File: config.mk
export PLATFORM = sky130hd
export DESIGN_NAME = daq_event_framer
export DESIGN_NICKNAME = d
export VERILOG_FILES = /design/src/rtl/daq_event_framer.sv
export SDC_FILE = /design/constraint.sdc
export NUM_CORES = 1
export LEC_CHECK = 0
export CORE_UTILIZATION = 45
export CTS_BUF_LIST = sky130_fd_sc_hd__clkbuf_16
export CTS_CLUSTER_DIAMETER = 120
export DETAILED_ROUTE_END_ITERATION = 10
export GPL_ROUTABILITY_DRIVEN = 0
export PLACE_DENSITY = 0.8
export RECOVER_POWER = 25
export SLEW_MARGIN = 30
export SYNTH_ARGS = -nofsm -noshare
export SYNTH_HDL_FRONTEND = slang
export SYNTH_SLANG_ARGS = --single-unit
File: constraint.sdc
create_clock -name clk_link -period 2.1 [get_ports clk_link]
set_input_delay 0.315 -clock clk_link [delete_from_list [all_inputs] [get_ports clk_link]]
set_output_delay 0.315 -clock clk_link [all_outputs]
set_load 0.02 [all_outputs]
File: src/rtl/daq_event_framer.sv
// daq_event_framer
//   Frames triggered DAQ events onto a 32-bit link with K-character flags.
//   Each l1a (while enabled) queues its bx_id; the framer then emits
//   SOE, header, payload, trailer, EOE for every queued trigger, in order.
//
// Optional feature (compile-time macro):
//   DAQ_FRAMER_CHECKSUM_EN - when defined, the trailer carries a 16-bit sum
//   of both payload half-words over the emitted payload. When undefined the
//   checksum field is zero and no adder is built.
//
// Parameters:
//   MAX_WORDS  - payload words kept per event; extra words are discarded
//   TRIG_DEPTH - trigger queue depth, power of two, at least 2
//
// Ports:
//   clk_link        in   link clock
//   reset_n         in   asynchronous active-low reset
//   enable          in   accept new triggers
//   l1a             in   trigger pulse, one trigger per high cycle
//   bx_id[11:0]     in   bunch id captured with l1a
//   frag_data[31:0] in   payload word
//   frag_valid      in   payload word valid
//   frag_last       in   final payload word of the event
//   frag_ready      out  high only while collecting payload
//   link_data[31:0] out  framed stream (registered)
//   link_is_k[3:0]  out  per-byte K-character flags (registered)
//   link_valid      out  link word meaningful (registered)
//   evt_count[23:0] out  headers emitted
//   trig_drop_count[15:0] out  triggers lost to a full queue (saturating)

module daq_event_framer #(
    parameter int MAX_WORDS  = 1020,
    parameter int TRIG_DEPTH = 4
) (
    input  logic        clk_link,
    input  logic        reset_n,
    input  logic        enable,
    input  logic        l1a,
    input  logic [11:0] bx_id,
    input  logic [31:0] frag_data,
    input  logic        frag_valid,
    input  logic        frag_last,
    output logic        frag_ready,
    output logic [31:0] link_data,
    output logic [3:0]  link_is_k,
    output logic        link_valid,
    output logic [23:0] evt_count,
    output logic [15:0] trig_drop_count
);

    localparam int          AW        = $clog2(TRIG_DEPTH);
    localparam logic [10:0] MAX_LEN   = 11'(MAX_WORDS);
    localparam logic [31:0] IDLE_WORD = 32'h0000_00BC;
    localparam logic [31:0] SOE_WORD  = 32'h0000_003C;
    localparam logic [31:0] EOE_WORD  = 32'h0000_00DC;

    typedef enum logic [2:0] {
        S_IDLE, S_SOE, S_HDR, S_PAY, S_TRL, S_EOE
    } state_t;

    state_t state_reg, state_next;

    // ---------------- trigger queue ----------------
    logic [11:0] trig_mem [TRIG_DEPTH];
    logic [AW:0] wr_ptr_reg, rd_ptr_reg;
    logic        q_empty, q_full, push, pop, drop;
    logic [11:0] head_bx;
    logic [15:0] drop_cnt_reg;

    assign q_empty = (wr_ptr_reg == rd_ptr_reg);
    assign q_full  = (wr_ptr_reg[AW] != rd_ptr_reg[AW]) &&
                     (wr_ptr_reg[AW-1:0] == rd_ptr_reg[AW-1:0]);
    // The head is consumed while the header is being built.
    assign pop     = (state_reg == S_HDR);
    // A pop in the same cycle frees a slot, so a full queue still accepts.
    assign push    = l1a && enable && (!q_full || pop);
    assign drop    = l1a && enable && q_full && !pop;
    assign head_bx = trig_mem[rd_ptr_reg[AW-1:0]];

    always_ff @(posedge clk_link) begin
        if (push) begin
            trig_mem[wr_ptr_reg[AW-1:0]] <= bx_id;
        end
    end

    always_ff @(posedge clk_link or negedge reset_n) begin
        if (!reset_n) begin
            wr_ptr_reg   <= '0;
            rd_ptr_reg   <= '0;
            drop_cnt_reg <= '0;
        end else begin
            if (push) wr_ptr_reg <= wr_ptr_reg + (AW+1)'(1);
            if (pop)  rd_ptr_reg <= rd_ptr_reg + (AW+1)'(1);
            if (drop && drop_cnt_reg != 16'hFFFF) drop_cnt_reg <= drop_cnt_reg + 16'd1;
        end
    end

    // ---------------- framer ----------------
    logic [31:0] link_data_reg, link_data_next;
    logic [3:0]  link_is_k_reg, link_is_k_next;
    logic        link_valid_reg, link_valid_next;
    logic [10:0] len_reg, len_next;
    logic        trunc_reg, trunc_next;
    logic [23:0] evt_num_reg, evt_num_next;
    logic        emit;
    logic [15:0] csum_val;

`ifdef DAQ_FRAMER_CHECKSUM_EN
    logic [15:0] csum_reg;
    always_ff @(posedge clk_link or negedge reset_n) begin
        if (!reset_n) begin
            csum_reg <= '0;
        end else if (state_reg == S_HDR) begin
            csum_reg <= '0;
        end else if (emit) begin
            csum_reg <= csum_reg + frag_data[31:16] + frag_data[15:0];
        end
    end
    assign csum_val = csum_reg;
`else
    assign csum_val = 16'h0000;
`endif

    always_ff @(posedge clk_link or negedge reset_n) begin
        if (!reset_n) begin
            state_reg      <= S_IDLE;
            link_data_reg  <= IDLE_WORD;
            link_is_k_reg  <= 4'b0001;
            link_valid_reg <= 1'b0;
            len_reg        <= '0;
            trunc_reg      <= 1'b0;
            evt_num_reg    <= '0;
        end else begin
            state_reg      <= state_next;
            link_data_reg  <= link_data_next;
            link_is_k_reg  <= link_is_k_next;
            link_valid_reg <= link_valid_next;
            len_reg        <= len_next;
            trunc_reg      <= trunc_next;
            evt_num_reg    <= evt_num_next;
        end
    end

    always_comb begin
        state_next      = state_reg;
        link_data_next  = IDLE_WORD;
        link_is_k_next  = 4'b0001;
        link_valid_next = 1'b0;
        len_next        = len_reg;
        trunc_next      = trunc_reg;
        evt_num_next    = evt_num_reg;
        emit            = 1'b0;
        case (state_reg)
            S_IDLE: begin
                if (!q_empty) state_next = S_SOE;
            end
            S_SOE: begin
                link_data_next  = SOE_WORD;
                link_valid_next = 1'b1;
                state_next      = S_HDR;
            end
            S_HDR: begin
                link_data_next  = {8'hA5, evt_num_reg[11:0], head_bx};
                link_is_k_next  = 4'b0000;
                link_valid_next = 1'b1;
                evt_num_next    = evt_num_reg + 24'd1;
                len_next        = '0;
                trunc_next      = 1'b0;
                state_next      = S_PAY;
            end
            S_PAY: begin
                // Idle cycles (no valid, or discarded words) leave the IDLE default.
                if (frag_valid) begin
                    if (len_reg < MAX_LEN) begin
                        emit            = 1'b1;
                        link_data_next  = frag_data;
                        link_is_k_next  = 4'b0000;
                        link_valid_next = 1'b1;
                        len_next        = len_reg + 11'd1;
                    end else begin
                        trunc_next = 1'b1;
                    end
                    if (frag_last) state_next = S_TRL;
                end
            end
            S_TRL: begin
                link_data_next  = {csum_val, trunc_reg, 4'h0, len_reg};
                link_is_k_next  = 4'b0000;
                link_valid_next = 1'b1;
                state_next      = S_EOE;
            end
            S_EOE: begin
                link_data_next  = EOE_WORD;
                link_valid_next = 1'b1;
                state_next      = S_IDLE;
            end
            default: begin
                state_next = S_IDLE;
            end
        endcase
    end

    assign frag_ready      = (state_reg == S_PAY);
    assign link_data       = link_data_reg;
    assign link_is_k       = link_is_k_reg;
    assign link_valid      = link_valid_reg;
    assign evt_count       = evt_num_reg;
    assign trig_drop_count = drop_cnt_reg;

endmodule

==> metrics.md, run 1 <==
| Metric | Value |
|---|---|
| Outcome | `finished, final reports clean` |
| Setup TNS | `0 ns` |
| Antenna-violating nets left | `0` |
| Fin util | `62.7%` |
| Area grow syn2layout | `35.3%` |
| Seq cells post-synth | `143` |
| Starting Density | `46.3%` |
| TritonCTS Buffers | `17` |
| TritonCTS clock tree | `yes` |
| Final WS setup | `0.0737 ns` |
| First-pass DRT Iterations | `4` |
| Reg area | `3830 um^2` |
| # DRC | `0` |
| Detailed-route via count | `4255` |
| P_int | `6.92 mW` |
| Maximum clock path buffer count | `2` |
| H-tree depth | `4` |
| CP bufs+invs | `1` |
| Setup violations, final | `0` |
| Largest register FFs | `48` |
| Max VDD drop | `670 uV` |
| CTS Root Cell | `clkbuf_16` |
| Max-Cap Viols | `0` |
| CP top delay family | `simple AND/OR/NAND/NOR gates` |
| Hold_ws | `0.418 ns` |
| Initial antenna violation count | `0` |
| Syn Area/Cell | `13.3 um^2` |
| Die area | `14100 um^2` |
| Gate power share | `31.4%` |
| Synth Warn # | `0` |
| Mapped Cells | `460` |
| Most frequent cells after synthesis | `89 x dfrtp_1, 48 x edfxtp_1, 27 x nand2_1, 27 x xor2_1, 19 x xnor2_1` |
| Port Buffers | `124` |
| Switching pwr | `3.14 mW` |
| Site Rows | `42` |
| Finished Layout Cells | `790` |
| Crit-path max FO | `15` |
| Placed cell areas | `7670 um^2` |
| # nets final | `659` |
| Total gr overflow | `0` |
| Net Sw Frac | `31.2%` |
| DP Worst Slack | `0.0525 ns` |
| Core area | `13200 um^2` |
| Leak | `3.47 nW` |
| Largest net degree at the start of global routing | `72` |
| Post-synth ARST share | `66.4%` |
| Post-synth top area cell | `dfrtp_1` |
| RSZ-0062 raised after global routing | `yes` |
| Largest stage delay on the critical path | `0.58 ns` |
| Clock transition at path regs | `0.06 ns` |
| WS Path Type | `reg -> reg` |
| Seq/Total Area, Yosys | `62.4%` |
| Ant diodes | `0` |
| Routed WL | `13.3 mm` |
| Layout cell share with drive strength beyond 1 | `12.7%` |
| Power per cell area | `1210 nW/um^2` |
| GRT Total Usage | `20.2%` |
| Cell breakdown of the critical path | `nor3b_2 -> or4_4 -> buf_4 -> nor4_1 -> xor2_1` |
| CP endpoint kind | `register` |
| Clock Skew | `0.00696 ns` |
| Count leader, synth | `dfrtp_1` |
| I/O pin cnt | `128` |
| WP data required | `2.44 ns` |
| Fmax | `0.494 GHz` |
| Die Y | `119 um` |
| Ys flop type | `dfrtp_1` |
| Hold Vio Cnt, Final | `0` |
| Clk_lat worst skew | `0.42 ns` |
| Startpoint types | `register` |
| HPWL Detailed | `9.10 mm` |
| Filler Cell Count | `985` |
| WP data arrival | `2.37 ns` |
| Sequential fraction of design power | `37.5%` |
| Area occupied by multi-input gates | `2150 um^2` |
| Vias in the first global route | `4273` |
| Slew headroom | `3.99%` |
| HP Class | `in -> reg` |
| Post-synth EDFFs | `48` |
| Mapped Area | `6130 um^2` |
| Initial DRC Count | `295` |
| Die width | `119 um` |
| First-pass GRT wire length | `21.7 mm` |
| Count of cell types in the netlist | `51` |
| Wire per inst | `16.8 um` |
| Post-synth top area share | `36.3%` |
| Max-slew violation count | `0` |
| Synth area leaders | `dfrtp_1 36%, edfxtp_1 24%, mux4_2 4.4%, xor2_1 3.9%, xnor2_1 2.7%` |
| Tcrit/Tclk final | `96.5%` |
| Tmin final | `2.03 ns` |
| Clock share of power | `31.1%` |
| Setup Fix Bufs, Post-CTS | `0` |
| Total power | `10.1 mW` |
| CP max-delay cell | `or4_4` |
| Worst-margin pin slew | `1.44 ns` |
| Final Cell Area | `8300 um^2` |
| Clock sinks | `143` |
| Vias/cell | `5.39` |
| Placed Cells | `757` |
==> what timing repair did <==
action                     CTS  global route
setup endpoints to repair    1             8
gates resized for setup      1             2
hold endpoints to repair    19             0
pin swaps                    0             1
hold buffers                 1             0
==> worst paths after layout <==
kind / slack, ns / from / end / cells after the start
max in group asynchronous: 0.30 / reset_n / link_data[29] / 3
min in group asynchronous: 0.77 / reset_n / len_reg[3] / 2
worst max-delay path: 0.07 / state_reg[1] / trig_drop_count[13] / 5
worst min register to register: 0.47 / evt_count[23] / evt_count[23] / 1
worst min-delay path: 0.42 / frag_data[5] / link_data[5] / 3
worst max register to register: 0.07 / state_reg[1] / trig_drop_count[13] / 5
==> worst min-delay path: stages <==
cell	delay (ns)
clkdlybuf4s50_1	0.40
inv_1	0.06
a211oi_1	0.06
==> kinds of logic (layout without fill, tap and decap cells) <==
group	count (synthesis)	in the layout	share of synthesized area [%]
buffers and inverters	39	191	3.02
adder cells (fa/ha/maj)	8	8	1.63
AND/OR/NAND/NOR	147	147	14.0
flip-flops	143	143	62.4
XOR/XNOR	46	46	6.57
AO/OA/AOI/OAI	60	60	7.28
multiplexers	16	16	5.08
other	1	3	0.0611
==> power groups by stage <==
stage          clock network, mW  logic [mW]  registers (mW)
2_1_floorplan                  0        1.54            4.13
3_3_place_gp                   0        3.13            3.79
3_5_place_dp                   0        3.18            3.82
4_1_cts                     3.17        3.20            3.78
5_1_grt                     3.29        3.43            3.84
6_report                    3.13        3.16            3.77
==> placed cells by master, fill, tap and decap left out, types with 12 or more instances in the layout <==
cell,synthesis,final
nand2_1,27,27
mux4_2,12,12
xnor2_1,19,19
a22o_1,17,17
edfxtp_1,48,48
and2_1,13,13
nand3_1,18,18
xor2_1,27,27
buf_4,3,17
dfrtp_1,89,89
inv_1,14,15
clkdlybuf4s50_1,0,110
nand4_1,17,17
clkbuf_16,0,17
nor3_1,16,16
dlygate4sd3_1,0,13
==> cell type report <==
class,count,area share [%]
sequential,143,46.1
multi-input combinational,280,25.9
timing repair buffer,145,17.2
clock buffer,17,5.13
tap,176,2.65
clock inverter,15,2.37
inverter,14,0.633
==> metal layers <==
| metal | vias to the layer above | track usage [%] | routed length, um |
|---|---|---|---|
| met2 | 151 | 33.1 | 6610 |
| met5 | - | 0 | 0 |
| met1 | 2106 | 24.9 | 5540 |
| met3 | 26 | 6.23 | 827 |
| li1 | 1972 | - | - |
| met4 | 0 | 8.07 | 282 |
(Power assumes the default switching activity.)
==> inputs of run 2 (changes only) <==
--- a/config.mk
+++ b/config.mk
@@ -5,12 +5,12 @@
 export SDC_FILE = /design/constraint.sdc
 export NUM_CORES = 1
 export LEC_CHECK = 0
-export CORE_UTILIZATION = 45
+export CORE_UTILIZATION = 40
 export CTS_BUF_LIST = sky130_fd_sc_hd__clkbuf_16
 export CTS_CLUSTER_DIAMETER = 120
 export DETAILED_ROUTE_END_ITERATION = 10
 export GPL_ROUTABILITY_DRIVEN = 0
-export PLACE_DENSITY = 0.8
+export PLACE_DENSITY = 0.73
 export RECOVER_POWER = 25
 export SLEW_MARGIN = 30
 export SYNTH_ARGS = -nofsm -noshare
==> run 2 against run 1 <==
- register-to-register slack improved by 0.04 ns
- utilization shrank 6.5 points
- global-route usage down 1.9 points
- clock skew rose by 0.00068 ns
- sequential cell count unchanged
- count of clock-buffer cells in the layout unchanged
- sequential share of layout area grew 0.077 points
==> metrics.md, run 2 (synthesis gave the netlist of run 1 again) <==
| Metric | Value |
|---|---|
| Outcome | `finished, final reports clean (unchanged)` |
| Area occupied by multi-input gates | `2150 um^2 (unchanged)` |
| Gate power share | `32.7% (was 31.4%)` |
| Clock share of power | `28.9% (was 31.1%)` |
| I/O pin cnt | `128 (unchanged)` |
| Startpoint types | `register (unchanged)` |
| WP data arrival | `2.33 ns (was 2.37 ns)` |
| Vias in the first global route | `4425 (was 4273)` |
| Ant diodes | `0 (unchanged)` |
| WS Path Type | `reg -> reg (unchanged)` |
| Clk_lat worst skew | `0.42 ns (about the same)` |
| Max VDD drop | `736 uV (was 670 uV)` |
| Switching pwr | `3.15 mW (was 3.14 mW)` |
| Worst-margin pin slew | `0.925 ns (was 1.44 ns)` |
| GRT Total Usage | `18.3% (was 20.2%)` |
| Die area | `15800 um^2 (was 14100 um^2)` |
| Tcrit/Tclk final | `94.7% (was 96.5%)` |
| HP Class | `in -> reg (unchanged)` |
| Clock Skew | `0.00764 ns (was 0.00696 ns)` |
| Die Y | `126 um (was 119 um)` |
| P_int | `6.69 mW (was 6.92 mW)` |
| Clock transition at path regs | `0.06 ns (about the same)` |
| Sequential fraction of design power | `38.4% (was 37.5%)` |
| Filler Cell Count | `1194 (was 985)` |
| CTS Root Cell | `clkbuf_16 (unchanged)` |
| Reg area | `3830 um^2 (unchanged)` |
| Power per cell area | `1190 nW/um^2 (was 1210 nW/um^2)` |
| First-pass DRT Iterations | `4 (unchanged)` |
| Initial antenna violation count | `0 (unchanged)` |
| Placed cell areas | `7730 um^2 (was 7670 um^2)` |
| Crit-path max FO | `16 (was 15)` |
| CP endpoint kind | `register (unchanged)` |
| Final Cell Area | `8280 um^2 (was 8300 um^2)` |
| Setup violations, final | `0 (unchanged)` |
| Fin util | `56.1% (was 62.7%)` |
| Setup TNS | `0 ns (unchanged)` |
| Clock sinks | `143 (unchanged)` |
| Most common cell after layout, fill and taps aside | `clkdlybuf4s50_1 (unchanged)` |
| Routed WL | `13.8 mm (was 13.3 mm)` |
| # DRC | `0 (unchanged)` |
| First-pass GRT wire length | `22.4 mm (was 21.7 mm)` |
| Tmin final | `1.99 ns (was 2.03 ns)` |
| HPWL Detailed | `9.46 mm (was 9.10 mm)` |
| Net Sw Frac | `32.0% (was 31.2%)` |
| Area grow syn2layout | `35.0% (was 35.3%)` |
| Die width | `126 um (was 119 um)` |
| Leak | `3.48 nW (was 3.47 nW)` |
| TritonCTS Buffers | `17 (unchanged)` |
| Starting Density | `41.6% (was 46.3%)` |
| Total gr overflow | `0 (unchanged)` |
| Fmax | `0.503 GHz (was 0.494 GHz)` |
| WP data required | `2.44 ns (about the same)` |
| # nets final | `660 (was 659)` |
| Initial DRC Count | `274 (was 295)` |
| Detailed-route via count | `4271 (was 4255)` |
| Port Buffers | `124 (unchanged)` |
| Maximum clock path buffer count | `2 (unchanged)` |
| TritonCTS clock tree | `yes (unchanged)` |
| Largest register FFs | `48 (unchanged)` |
| Core area | `14800 um^2 (was 13200 um^2)` |
| H-tree depth | `4 (unchanged)` |
| Hold Vio Cnt, Final | `0 (unchanged)` |
| Largest net degree at the start of global routing | `61 (was 72)` |
| Slew headroom | `38.4% (was 3.99%)` |
| Layout cell share with drive strength beyond 1 | `12.7% (about the same)` |
| RSZ-0062 raised after global routing | `no (was yes)` |
| Max-slew violation count | `0 (unchanged)` |
| Max-Cap Viols | `0 (unchanged)` |
| Most frequent cells in the layout | `110 x clkdlybuf4s50_1, 89 x dfrtp_1, 48 x edfxtp_1 (unchanged)` |
| Antenna-violating nets left | `0 (unchanged)` |
| Vias/cell | `5.35 (was 5.39)` |
| Site Rows | `44 (was 42)` |
| Wire per inst | `17.2 um (was 16.8 um)` |
run 2: cell count changes in the layout (fill, tap and decap cells not counted), sizes merged:
| cell | before | now |
|---|---|---|
| buf | 20 | 21 |
| bufinv | 4 | 2 |
| clkinv | 6 | 7 |
| clkinvlp | 4 | 2 |
| inv | 15 | 18 |
run 2: per-layer routing:
metal | global-route usage [%] | share of wire [%] | vias up | wire length, um
li1 | - | - | 1966 | -
met1 | 22.6 | 43 | 2147 | 5930
met2 | 31.2 | 50 | 143 | 6890
met3 | 5.18 | 5.4 | 15 | 747
met4 | 5.67 | 1.3 | 0 | 178
met5 | 0 | 0 | - | 0
run 2: timing repair:
item	CTS	global route
pin swaps	0	1
endpoints found under the hold margin	30	0
hold buffers	1	0
setup endpoints to repair	1	2
buffers inserted	0	0
resized for setup	1	2
run 2: layout make-up:
class                   instances  area share [%]
inverters                      14           0.634
multi-input cells             280            25.9
flip-flops and latches        143            46.2
well taps                     184            2.78
repair buffers                146            17.7
clock buffers                  17            5.14
clock inverters                15            1.63
run 2: metrics by stage:
| step | setup WS [ns] | total power [mW] | instances | hold slack, ns |
|---|---|---|---|---|
| finish | 0.111 | 9.84 | 799 | 0.415 |
| global route | 0.00885 | 10.3 | 799 | 0.426 |
| CTS | 0.0352 | 9.95 | 799 | 0.396 |
| detailed placement | 0.102 | 7.09 | 766 | 0.310 |
| global placement | 0.167 | 6.99 | 766 | 0.296 |
| floorplan | 0.0479 | 5.67 | 462 | 0.0194 |
run 2: critical path, cell delays in order, from the launching register on:
cell and delay [ns]:
dfrtp_1 0.42, xor2_1 0.18, or4_4 0.53, buf_4 0.21, nor4b_1 0.38, xor2_1 0.18
run 2: power groups by stage:
stage          clock network [mW]  registers [mW]  logic [mW]
2_1_floorplan                   0            4.13        1.54
3_3_place_gp                    0            3.80        3.19
3_5_place_dp                    0            3.84        3.26
4_1_cts                      2.90            3.79        3.27
5_1_grt                      3.02            3.84        3.47
6_report                     2.84            3.78        3.22
run 2: worst paths after layout:
kind                          startpoint                  to  slack [ns]  cells past startpoint
min in group asynchronous        reset_n       link_data[25]        0.58                      2
max in group asynchronous        reset_n        link_is_k[0]        0.46                      3
min reg2reg                wr_ptr_reg[2]       wr_ptr_reg[2]        0.49                      1
min                         frag_data[2]        link_data[2]        0.41                      3
max reg2reg                wr_ptr_reg[0]  trig_drop_count[8]        0.11                      5
max                        wr_ptr_reg[0]  trig_drop_count[8]        0.11                      5
==> inputs of run 3 (changes only) <==
--- a/config.mk
+++ b/config.mk
@@ -5,12 +5,13 @@
 export SDC_FILE = /design/constraint.sdc
 export NUM_CORES = 1
 export LEC_CHECK = 0
+export CORE_ASPECT_RATIO = 0.9
 export CORE_UTILIZATION = 40
 export CTS_BUF_LIST = sky130_fd_sc_hd__clkbuf_16
 export CTS_CLUSTER_DIAMETER = 120
 export DETAILED_ROUTE_END_ITERATION = 10
 export GPL_ROUTABILITY_DRIVEN = 0
-export PLACE_DENSITY = 0.73
+export PLACE_DENSITY = 0.7
 export RECOVER_POWER = 25
 export SLEW_MARGIN = 30
 export SYNTH_ARGS = -nofsm -noshare
==> constraint.sdc (replaced) <==
create_clock -name clk_link -period 2 [get_ports clk_link]
set_input_delay 0.3 -clock clk_link [delete_from_list [all_inputs] [get_ports clk_link]]
set_output_delay 0.3 -clock clk_link [all_outputs]
set_load 0.02 [all_outputs]
==> run 3 against run 2 <==
- critical path depth stayed put
- count of clock-buffer cells in the layout stayed put
- sequential cell count stayed put
- utilization is 0.46 points higher
- via count is 0.66% lower
- global-route usage is 0.27 points lower
- highest routed layer unchanged
==> metrics.md, run 3 (synthesis gave the netlist of run 1 again) <==
| Metric | Value |
|---|---|
| WHS Path Cells | `3 (unchanged)` |
| Routed WL | `13.5 mm (was 13.8 mm)` |
| Core area | `14800 um^2 (about the same)` |
| Setup Fix Bufs, Post-CTS | `0 (unchanged)` |
| RR Startpoint | `state_reg[1] (was wr_ptr_reg[0])` |
| CP top delay family | `simple AND/OR/NAND/NOR gates (unchanged)` |
| Reg-to-reg endpoint | `trig_drop_count[6] (was trig_drop_count[8])` |
| CP max-delay cell | `or4_4 (unchanged)` |
| Placed cell areas | `7740 um^2 (was 7730 um^2)` |
| Placed Cells | `785 (was 766)` |
| Port Buffers | `124 (unchanged)` |
| Initial DRC Count | `243 (was 274)` |
| Largest net degree at the start of global routing | `48 (was 61)` |
| CP endpoint kind | `register (unchanged)` |
| Leak | `3.49 nW (was 3.48 nW)` |
| HPWL Detailed | `9.32 mm (was 9.46 mm)` |
| Layout cell share with drive strength beyond 1 | `16.0% (was 12.7%)` |
| First-pass GRT wire length | `21.8 mm (was 22.4 mm)` |
| GRT Total Usage | `18.0% (was 18.3%)` |
| Maximum clock path buffer count | `2 (unchanged)` |
| Setup TNS | `0 ns (unchanged)` |
| Outcome | `finished, final reports clean (unchanged)` |
| # DRC | `0 (unchanged)` |
| Fmax | `0.524 GHz (was 0.503 GHz)` |
| WP data required | `2.34 ns (was 2.44 ns)` |
| Clock transition at path regs | `0.06 ns (about the same)` |
| Filler Cell Count | `1188 (was 1194)` |
| Finished Layout Cells | `818 (was 799)` |
| Ant diodes | `0 (unchanged)` |
| Initial antenna violation count | `0 (unchanged)` |
| Worst-margin pin slew | `1.20 ns (was 0.925 ns)` |
| Antenna-violating nets left | `0 (unchanged)` |
| Site Rows | `42 (was 44)` |
| H-tree depth | `4 (unchanged)` |
| Crit-path max FO | `14 (was 16)` |
| Detailed-route via count | `4243 (was 4271)` |
| # nets final | `665 (was 660)` |
| Cell breakdown of the critical path | `nor3b_2 -> or4_4 -> buf_6 -> nor4_1 -> xor2_1 (was xor2_1 -> or4_4 -> buf_4 -> nor4b_1 -> xor2_1)` |
| Total gr overflow | `0 (unchanged)` |
| HP Class | `in -> reg (unchanged)` |
| Die area | `15800 um^2 (about the same)` |
| Hold_sp | `frag_data[4] (was frag_data[2])` |
| Startpoint types | `register (unchanged)` |
| Largest stage delay on the critical path | `0.59 ns (was 0.53 ns)` |
| Tcrit/Tclk final | `95.3% (was 94.7%)` |
| Most common cell after layout, fill and taps aside | `clkdlybuf4s50_1 (unchanged)` |
| Vias in the first global route | `4255 (was 4425)` |
| I/O pin cnt | `128 (unchanged)` |
| Tmin final | `1.91 ns (was 1.99 ns)` |
| Power per cell area | `1240 nW/um^2 (was 1190 nW/um^2)` |
| First-pass DRT Iterations | `4 (unchanged)` |
| Total power | `10.4 mW (was 9.84 mW)` |
| Clock sinks | `143 (unchanged)` |
| Most frequent cells in the layout | `110 x clkdlybuf4s50_1, 89 x dfrtp_1, 48 x edfxtp_1 (unchanged)` |
| Max-Cap Viols | `0 (unchanged)` |
| Vias/cell | `5.19 (was 5.35)` |
| TritonCTS Buffers | `17 (unchanged)` |
| Starting Density | `41.4% (was 41.6%)` |
| Wire per inst | `16.5 um (was 17.2 um)` |
| Setup violations, final | `0 (unchanged)` |
| TritonCTS clock tree | `yes (unchanged)` |
| Final Cell Area | `8390 um^2 (was 8280 um^2)` |
| Clock Skew | `0.00870 ns (was 0.00764 ns)` |
| Hold_ws | `0.390 ns (was 0.415 ns)` |
| Endpoint, Worst Hold | `link_data[4] (was link_data[2])` |
| WP data arrival | `2.25 ns (was 2.33 ns)` |
| Area grow syn2layout | `36.8% (was 35.0%)` |
| R2r setup slk | `0.09 ns (was 0.11 ns)` |
| Max-slew violation count | `0 (unchanged)` |
| Clk_lat worst skew | `0.42 ns (about the same)` |
| CTS Root Cell | `clkbuf_16 (unchanged)` |
| CP bufs+invs | `1 (unchanged)` |
| Die Y | `119 um (was 126 um)` |
| Largest register FFs | `48 (unchanged)` |
| Hold Vio Cnt, Final | `0 (unchanged)` |
| Worst reg2reg path depth | `5 (unchanged)` |
| Die width | `133 um (was 126 um)` |
| Slew headroom | `20.2% (was 38.4%)` |
| WS Path Type | `reg -> reg (unchanged)` |
| Max VDD drop | `721 uV (was 736 uV)` |
## run 3: layer usage
metal,track usage [%],share of wire [%],routed length (um)
met4,6.54,1.5,199
met5,0,0,0
met2,28.7,47,6410
met3,4.68,5.4,735
met1,23.9,46,6190
## run 3: timing repair
| action | 4_1_cts | 5_1_grt |
|---|---|---|
| endpoints found under the setup margin | 1 | 17 |
| endpoints found under the hold margin | 39 | 0 |
| resized for setup | 3 | 14 |
| pin swaps | 0 | 1 |
| hold buffers | 1 | 0 |
## run 3: final cells by class
class | count | area (um^2) | area share (%)
Clock inverter | 15 | 146 | 1.75
Multi-Input combinational cell | 280 | 2220 | 26.5
Inverter | 14 | 52.6 | 0.626
Tap cell | 198 | 248 | 2.95
Timing Repair Buffer | 151 | 1470 | 17.5
Clock buffer | 17 | 425 | 5.07
Sequential cell | 143 | 3830 | 45.6
## run 3: per-stage QoR
step | utilization [%] | worst slack, ns
floorplan | - | 0.00943
global placement | 52.2 | 0.0692
detailed placement | 52.2 | 0.0165
CTS | 56.2 | 0.0188
global route | 56.6 | -0.00279
finish | 56.6 | 0.0932
## run 3: tightest hold or removal path, delay by kind of cell
family,cells,cell delay (ns)
buffers and inverters,2,0.44
AO/OA/AOI/OAI,1,0.05
## run 3: how the worst max path moves through the flow
stage | from | slack [ns] | end | cells past startpoint
6_report | state_reg[1] | 0.09 | trig_drop_count[6] | 5
5_1_grt | state_reg[2] | -0.003 | len_reg[4] | 7
4_1_cts | state_reg[1] | 0.02 | trig_drop_count[10] | 5
3_5_place_dp | frag_valid | 0.02 | len_reg[4] | 5
3_3_place_gp | state_reg[0] | 0.07 | evt_count[23] | 4
2_1_floorplan | rd_ptr_reg[0] | 0.009 | trig_drop_count[1] | 5
## run 3: where the power goes
part | switching (mW) | internal, mW | total (mW)
sequential | 0.314 | 3.63 | 3.94
combinational | 1.84 | 1.61 | 3.45
clock | 1.20 | 1.82 | 3.03
total | 3.36 | 7.06 | 10.4
